## config.mk

```make
export PLATFORM = sky130hd
export DESIGN_NAME = mux_scan_ctrl
export DESIGN_NICKNAME = d
export VERILOG_FILES = /design/src/rtl/mux_scan_ctrl.sv
export SDC_FILE = /design/constraint.sdc
export NUM_CORES = 1
export LEC_CHECK = 0
export CAP_MARGIN = 20
export CORE_UTILIZATION = 45
export DETAILED_ROUTE_END_ITERATION = 7
export PLACE_DENSITY = 0.78
export SYNTH_ARGS = -nofsm -noshare
export SYNTH_HDL_FRONTEND = slang
export SYNTH_SLANG_ARGS = --single-unit
```

## constraint.sdc

```tcl
create_clock -name clk -period 2.26 [get_ports clk]
set_clock_uncertainty 0.1 [all_clocks]
set_input_delay 0.678 -clock clk [delete_from_list [all_inputs] [get_ports clk]]
set_output_delay 0.678 -clock clk [all_outputs]
set_load 0.005 [all_outputs]
```

## src/rtl/mux_scan_ctrl.sv

```systemverilog
// mux_scan_ctrl: sequential scanner that drives the select of a downstream
// 16:1 bit mux, waits SETTLE_CYCLES on each enabled channel, samples the
// returned bit and publishes a 16-bit snapshot with a one-cycle valid pulse.
//
// Optional feature macro: MUX_SCAN_CHANGE_DET_EN
//   defined   : change pulses with valid when the new snapshot differs from
//               the previously published one (prev_q register).
//   undefined : change is tied to 0.
//
// Ports:
//   clk        in  1   rising-edge clock
//   rst        in  1   synchronous active-high reset
//   start      in  1   begin a scan when idle (ignored while busy)
//   continuous in  1   auto-restart a scan at completion
//   ch_mask    in  16  per-channel enable, latched at scan start
//   mux_out    in  1   bit returned by the downstream mux
//   sel        out 4   channel select to the mux
//   data       out 16  last completed snapshot (bit i = channel i)
//   valid      out 1   one-cycle pulse when data updates
//   busy       out 1   scan in progress
//   change     out 1   one-cycle pulse with valid when data changed
module mux_scan_ctrl #(
    parameter int unsigned SETTLE_CYCLES = 1
) (
    input  logic        clk,
    input  logic        rst,
    input  logic        start,
    input  logic        continuous,
    input  logic [15:0] ch_mask,
    input  logic        mux_out,
    output logic [3:0]  sel,
    output logic [15:0] data,
    output logic        valid,
    output logic        busy,
    output logic        change
);

    localparam int unsigned N_CH  = 16;
    localparam int unsigned IDX_W = 4;
    localparam int unsigned CNT_W = 4;
    localparam logic [CNT_W-1:0] SETTLE_LAST = CNT_W'(SETTLE_CYCLES - 1);
    localparam logic [IDX_W-1:0] IDX_LAST    = IDX_W'(N_CH - 1);

    typedef enum logic [2:0] {
        IDLE   = 3'd0,
        SETTLE = 3'd1,
        SAMPLE = 3'd2,
        SKIP   = 3'd3,
        DONE   = 3'd4
    } state_t;

    state_t            state_q, state_d;
    logic [IDX_W-1:0]  idx_q, idx_d;
    logic [CNT_W-1:0]  cnt_q, cnt_d;
    logic [N_CH-1:0]   mask_q, mask_d;
    logic [N_CH-1:0]   shadow_q, shadow_d;
    logic              advance_c;
    logic              start_scan_c;
    logic [IDX_W-1:0]  idx_inc_c;
    logic              busy_d;

    // Next-state logic: channel walk, settle counting and bit capture.
    always_comb begin
        state_d      = state_q;
        idx_d        = idx_q;
        cnt_d        = cnt_q;
        mask_d       = mask_q;
        shadow_d     = shadow_q;
        advance_c    = 1'b0;
        start_scan_c = 1'b0;
        idx_inc_c    = idx_q + IDX_W'(1);

        case (state_q)
            IDLE: begin
                if (start) begin
                    start_scan_c = 1'b1;
                end
            end
            SETTLE: begin
                if (cnt_q == SETTLE_LAST) begin
                    state_d = SAMPLE;
                end else begin
                    cnt_d = cnt_q + CNT_W'(1);
                end
            end
            SAMPLE: begin
                shadow_d[idx_q] = mux_out;
                advance_c       = 1'b1;
            end
            SKIP: begin
                advance_c = 1'b1;
            end
            DONE: begin
                if (continuous || start) begin
                    start_scan_c = 1'b1;
                end else begin
                    state_d = IDLE;
                end
            end
            default: begin
                state_d = IDLE;
            end
        endcase

        // Move to the next channel, or finish after channel 15 (no wrap).
        if (advance_c) begin
            cnt_d = '0;
            if (idx_q == IDX_LAST) begin
                state_d = DONE;
            end else begin
                idx_d   = idx_inc_c;
                state_d = mask_q[idx_inc_c] ? SETTLE : SKIP;
            end
        end

        // A new scan relatches the mask and clears the partial snapshot.
        if (start_scan_c) begin
            mask_d   = ch_mask;
            idx_d    = '0;
            cnt_d    = '0;
            shadow_d = '0;
            state_d  = ch_mask[0] ? SETTLE : SKIP;
        end
    end

    assign busy_d = (state_d == SETTLE) || (state_d == SAMPLE) || (state_d == SKIP);

    // State and registered outputs; outputs follow the state being entered.
    always_ff @(posedge clk) begin
        if (rst) begin
            state_q  <= IDLE;
            idx_q    <= '0;
            cnt_q    <= '0;
            mask_q   <= '0;
            shadow_q <= '0;
            sel      <= '0;
            data     <= '0;
            valid    <= 1'b0;
            busy     <= 1'b0;
        end else begin
            state_q  <= state_d;
            idx_q    <= idx_d;
            cnt_q    <= cnt_d;
            mask_q   <= mask_d;
            shadow_q <= shadow_d;
            sel      <= busy_d ? idx_d : '0;
            busy     <= busy_d;
            valid    <= (state_d == DONE);
            if (state_d == DONE) begin
                data <= shadow_d;
            end
        end
    end

`ifdef MUX_SCAN_CHANGE_DET_EN
    logic [N_CH-1:0] prev_q;

    // Change detection against the previously published snapshot.
    always_ff @(posedge clk) begin
        if (rst) begin
            prev_q <= '0;
            change <= 1'b0;
        end else begin
            change <= (state_d == DONE) && (shadow_d != prev_q);
            if (state_d == DONE) begin
                prev_q <= shadow_d;
            end
        end
    end
`else
    assign change = 1'b0;
`endif

endmodule

```

==> key figures, run 1 <==
Die
  – Die Ht: 82.5 um
  – Initial Util: 47.8%
  – Ports: 44
  – Row count: 28
  – Die ar.: 6800 um^2
  – Die Width: 82.5 um
  – Core Region: 6100 um^2

STA
  – Fmax: 493 MHz
  – Final Slew Violations: 0
  – Final Setup Violations: 0
  – Min Tclk post-route: 2030 ps
  – Hold Fails Final Rpt: 0
  – RSZ-0062 raised after global routing: no
  – Period Utilization, post-route: 89.8%
  – Final worst slack: 231 ps
  – Final TNS setup: 0 ps

Setup path
  – CP top delay family: multiplexers
  – Worst reg2reg endpoint: state_q[1]
  – CP arrival: 2190 ps
  – Cells along the critical path: inv_1, ha_4, buf_4, mux4_2, nor3b_2, o21ai_1, a311oi_1
  – CP max-delay cell: mux4_2
  – CP max stage delay: 500 ps
  – Setup crit start: idx_q[0]
  – Critical path type: flip-flop to flip-flop
  – CP endpoint: state_q[1]
  – Buf+Inv Stages, Crit Path: 2
  – R2R depth: 7
  – Max Fanout on Critical Path: 4
  – Data required, critical path: 2420 ps
  – RR Startpoint: idx_q[0]
  – Critical Path Sink Type: flip-flop
  – Levels on crit path: 7
  – Flop-to-flop setup slack: 230 ps
  – Startpoint types: flip-flop

Yosys
  – Yosys cell types: 42
  – Number of synthesized flops with an enable pin: 0
  – Mapped Nets: 342
  – Synth top area share: 44.6%
  – Async SR Flop Fraction: 0%
  – Post-synthesis register bit count: 65
  – Synth Instances: 315
  – Register area share after synthesis: 44.6%
  – Synth Flop Type: dfxtp_1
  – Top post-synthesis cells by area: dfxtp_1 (45%), a21oi_1 (6.0%), nand2_1 (4.8%)
  – Synth area leader: dfxtp_1
  – Synthesis warning total: 0
  – Post-synthesis area per instance: 9.25 um^2
  – Syn Std Cell Area: 2920 um^2

Global routing
  – Overflow after GRT: 0
  – Initial antenna violation count: 0
  – Largest net degree at the start of global routing: 37
  – First-pass GRT wire length: 10100 um
  – Vias in the first global route: 2196
  – All-layer global routing usage: 20.1%

Drt
  – Final wirelength: 6130 um
  – DRT iter0 DRCs: 91
  – DR vias/cell: 5.48
  – Antenna Nets Post-Route: 0
  – First-pass DRT Iterations: 4
  – Wirelength per Cell: 13.9 um
  – DRC errors left: 0
  – Vias: 2412

Pwr
  – Combinational share of power: 12.8%
  – Share of power burned in registers: 48.2%
  – Total Power: 2.51 mW
  – Peak VDD IR: 0.398 mV
  – Power share of the clock group: 39.0%
  – Sw Ratio: 26.6%
  – Switching power: 0.666 mW
  – PD cells: 688 nW/um^2
  – Leak Pwr: 1.45 nW
  – Cell-internal power: 1.84 mW

Clock network
  – TritonCTS Sinks: 65
  – H-tree depth: 3
  – Bufs on Longest Clock Path: 2
  – Num CTS Buffers: 9
  – Clock slew at reported path FFs: 70 ps
  – Worst-skew pair later-pin latency: 350 ps
  – Hold buffer count at cts: 0
  – TritonCTS clock tree: built
  – Clk root buf: clkbuf_8

Placement
  – Worst slack at placement: -9.68 ps
  – Placed cell count: 424
  – HPWL after DPL: 4210 um
  – GPL Wtd Cong: 0.817
  – Port-buffer cells: 42

Layout
  – Post-route insts no fill: 440
  – Most frequent cells in the layout: dfxtp_1 (65), clkdlybuf4s50_1 (42), nand2_1 (37)
  – Most common cell after layout, fill and taps aside: dfxtp_1
  – Net count, final: 387
  – Share of cells above drive strength 1: 12.3%
  – Layout area overhead: 25.1%
  – N_diodes: 0

Status
  – Status: finished clean

Worst hold path
  – Hold Crit Class: flip-flop to flip-flop

Job
  – Max cap viols: 0
[worst register-to-register path, cell delays in order (launching register included)]
cell	delay, ps
dfxtp_1	340
inv_1	80
ha_4	280
buf_4	140
mux4_2	500
nor3b_2	160
o21ai_1	70
a311oi_1	260
[per-layer routing]
layer  vias to the layer above  track usage, %  part of all wire (%)
met5                         -               0                     0
met4                         0            11.0                   2.6
met3                        16            3.85                   4.6
met2                        61            30.4                    44
met1                      1137            26.8                    49
li1                       1198               -                     -
[synth_stat cells, types with 4 or more instances]
cell / count
dfxtp_1: 65
buf_2: 9
nand2b_1: 4
a21oi_1: 35
nand2_1: 37
nand3_1: 19
nor2_1: 7
clkbuf_1: 10
nand4bb_1: 5
nor3b_1: 17
o21ai_0: 18
mux4_1: 5
ha_1: 6
inv_1: 6
a21o_1: 17
and4bb_2: 4
nor3_1: 11
[registers in the layout (all words and copies together) (netlist names)]
| name | flops |
|---|---|
| state_q | 3 |
| valid | 1 |
| mask_q | 16 |
| data | 16 |
| idx_q | 4 |
| cnt_q | 4 |
| shadow_q | 16 |
| sel | 4 |
| busy | 1 |
[how the worst min path moves through the flow]
stage | start | endpoint | slack [ps] | cells past startpoint
final | mask_q[9] | mask_q[9] | 350 | 2
after global routing | mask_q[15] | mask_q[15] | 380 | 2
after CTS | mask_q[9] | mask_q[9] | 360 | 2
after detailed placement | mask_q[9] | mask_q[9] | 350 | 2
after global placement | mask_q[15] | mask_q[15] | 340 | 2
after floorplan | mask_q[11] | mask_q[11] | 330 | 2
[cell families after synthesis]
group / Yosys count / share of synthesized area, %
DFF: 65 / 44.6
muxes: 9 / 6.31
buffers and inverters: 31 / 5.28
adders and majority gates: 6 / 2.58
other: 1 / 0.129
AOI/OAI and AO/OA: 77 / 15.5
and+or+nand+nor: 120 / 23.7
xor gates and xnor gates: 6 / 1.80
[power by group through the flow]
stage	logic, mW	clock network (mW)	registers, mW
floorplan	0.217	0	1.22
global placement	0.307	0	1.23
detailed placement	0.313	0	1.24
CTS	0.314	0.991	1.21
global route	0.352	1.03	1.21
finish	0.321	0.977	1.21
[final cells by class]
type | count | area [um^2]
timing repair buffer | 59 | 561
multi-input combinational | 219 | 1470
tap | 75 | 93.8
fill | 535 | 2450
clock inverter | 7 | 71.3
inverter | 6 | 22.5
sequential | 65 | 1300
clock buffer | 9 | 124
[repair_timing]
action | 4_1_cts | 5_1_grt
buffers inserted | 0 | 0
setup endpoints to repair | 0 | 1
resized for setup | 0 | 1
[through the flow]
| step | util, % | cell area (um^2) | hold slack [ps] |
|---|---|---|---|
| final | 59.8 | 3650 | 351 |
| after global routing | 59.8 | 3650 | 377 |
| after CTS | 59.6 | 3630 | 355 |
| after detailed placement | 56.4 | 3440 | 346 |
| after global placement | 56.4 | 3440 | 340 |
| after floorplan | - | 2920 | 332 |
Power figures use the tool's default switching activity.
==> run 2, diff against run 1 <==
- CORE_MARGIN: not set -> 5
==> run 2 against run 1 <==
Fmax down 4.4%; cell count did not move; register-to-register slack got worse by 90 ps; die area grew 20%; critical path type unchanged; utilization shrank 3.0 points; sequential power hardly changed; clock-buffer cell count up 3; via count fell by 2.4%.
==> key figures, run 2 (synthesized netlist as in run 1, its figures left out) <==
Drt
  – First-pass DRT Iterations: 4 (unchanged)
  – DR vias/cell: 5.35 (-2.4%)
  – Wirelength per Cell: 14.3 um (+2.7%)
  – Antenna Nets Post-Route: 0 (unchanged)
  – Vias: 2355 (-2.4%)
  – DRC errors left: 0 (unchanged)
  – Final wirelength: 6290 um (+2.7%)
  – DRT iter0 DRCs: 214 (+140%)

Setup path
  – Critical Path Sink Type: flip-flop
  – CP top delay family: multiplexers
  – Flop-to-flop setup slack: 140 ps (-90 ps)
  – Max Fanout on Critical Path: 7 (+3)
  – CP max stage delay: 620 ps (+120 ps)
  – CP arrival: 2270 ps (+80 ps)
  – Cells along the critical path: inv_1, ha_2, mux4_1, mux2i_1, nor3_1, a311oi_1
  – Buf+Inv Stages, Crit Path: 1 (-1)
  – Startpoint types: flip-flop
  – CP max-delay cell: mux4_1
  – Data required, critical path: 2410 ps (about the same)
  – Critical path type: flip-flop to flip-flop

Global routing
  – All-layer global routing usage: 15.8% (-4.3 points)
  – First-pass GRT wire length: 10600 um (+5.5%)
  – Initial antenna violation count: 0 (unchanged)
  – Overflow after GRT: 0 (unchanged)
  – Grt peak-use layer: met2
  – GR met1 Demand/Resource: 19.6% (-7.2 points)
  – Largest net degree at the start of global routing: 37 (unchanged)
  – Vias in the first global route: 2259 (+2.9%)
  – Grt met3 use: 5.08% (+1.2 points)
  – Met2 GRT Util: 25.8% (-4.6 points)

Placement
  – HPWL after DPL: 4570 um (+8.4%)
  – GPL Wtd Cong: 0.850 (+4.2%)
  – Cell Area, Placed: 3430 um^2 (-0.15%)
  – Port-buffer cells: 42 (unchanged)

Clock network
  – Clock slew at reported path FFs: 70 ps (about the same)
  – Num CTS Buffers: 9 (unchanged)
  – H-tree depth: 3 (unchanged)
  – TritonCTS clock tree: built
  – Worst-skew pair later-pin latency: 330 ps (-20 ps)
  – Clk root buf: clkbuf_8
  – TritonCTS Sinks: 65 (unchanged)
  – Bufs on Longest Clock Path: 2 (unchanged)
  – Postcts setup bufs: 0 (unchanged)
  – Hold buffer count at cts: 0 (unchanged)

STA
  – Final Slew Violations: 0 (unchanged)
  – Hold Fails Final Rpt: 0 (unchanged)
  – Final Setup Violations: 0 (unchanged)
  – Final TNS setup: 0 ps (unchanged)
  – Period Utilization, post-route: 93.9% (+4.1 points)
  – RSZ-0062 raised after global routing: no
  – Min Tclk post-route: 2120 ps (+92.9 ps)
  – Fmax: 471 MHz (-4.4%)

Layout
  – Largest regs: data (16), mask_q (16), shadow_q (16)
  – Net count, final: 386 (-0.26%)
  – Final instance area: 3590 um^2 (-1.5%)
  – Most common cell after layout, fill and taps aside: dfxtp_1
  – Share of cells above drive strength 1: 11.0% (-1.3 points)
  – Core Util, Final: 56.9% (-3.0 points)
  – Fillers: 591 (+10%)
  – Most frequent cells in the layout: dfxtp_1 (65), clkdlybuf4s50_1 (42), nand2_1 (37)
  – Layout area overhead: 23.1%
  – N_diodes: 0 (unchanged)

Die
  – Die Ht: 90.5 um (+9.7%)
  – Die ar.: 8190 um^2 (+20%)
  – Core Region: 6310 um^2 (+3.6%)
  – Die Width: 90.5 um (+9.7%)
  – Ports: 44 (unchanged)
  – Initial Util: 46.2% (-1.6 points)
  – Row count: 29 (+3.6%)

Pwr
  – Peak VDD IR: 0.384 mV (-3.7%)
  – PD cells: 648 nW/um^2 (-5.8%)
  – Leak Pwr: 1.43 nW (-1.3%)

Job
  – Max cap viols: 0 (unchanged)

Worst hold path
  – Hold Crit Class: flip-flop to flip-flop

Status
  – Status: finished clean
-- run 2: where the power goes --
part,total [mW],leakage [nW],switching (mW),internal (mW)
logic,0.307,0.824,0.162,0.145
clock network,0.806,0.0802,0.415,0.391
registers,1.21,0.527,0.0301,1.18
-- run 2: final timing paths --
kind                      to  startpoint  depth (start not counted)
setup / recovery  state_q[1]    idx_q[1]                          6
hold reg to reg   mask_q[12]  mask_q[12]                          2
setup reg to reg  state_q[1]    idx_q[1]                          6
hold / removal    mask_q[12]  mask_q[12]                          2
-- run 2: worst reg2reg max path, delay by kind of cell (launching register included) --
family | cells | cell delay, ps
fa+ha+maj | 1 | 440
simple gates | 1 | 60
compound gates | 1 | 230
flops | 1 | 340
buf+inv | 1 | 70
mux | 2 | 800
-- run 2: per-layer routing --
| layer | share of wire [%] | vias up |
|---|---|---|
| met3 | 6.6 | 13 |
| met4 | 1.8 | 0 |
| met2 | 46 | 76 |
| li1 | - | 1196 |
| met1 | 45 | 1070 |
| met5 | 0 | - |
-- run 2: layout make-up --
class	count	area (um^2)	share of cell area (%)
multi-input combinational	219	1460	40.7
sequential	65	1300	36.2
timing repair buffer	58	553	15.4
clock buffer	12	135	3.76
tap	77	96.3	2.68
inverter	6	22.5	0.627
clock inverter	3	18.8	0.523
-- run 2: repair_timing --
item / 4_1_cts / 5_1_grt
hold endpoints to repair: 0 / 0
gates resized for setup: 0 / 1
setup endpoints to repair: 0 / 1
-- run 2: per-stage QoR --
| stage | total power [mW] | setup WS, ps | std cells | hold WS, ps |
|---|---|---|---|---|
| after floorplan | 1.44 | 163 | 315 | 332 |
| after global placement | 1.53 | 39.9 | 425 | 340 |
| after detailed placement | 1.54 | 19.1 | 425 | 347 |
| after CTS | 2.34 | 37.9 | 440 | 356 |
| after global routing | 2.43 | 31.2 | 440 | 389 |
| final | 2.33 | 138 | 440 | 354 |
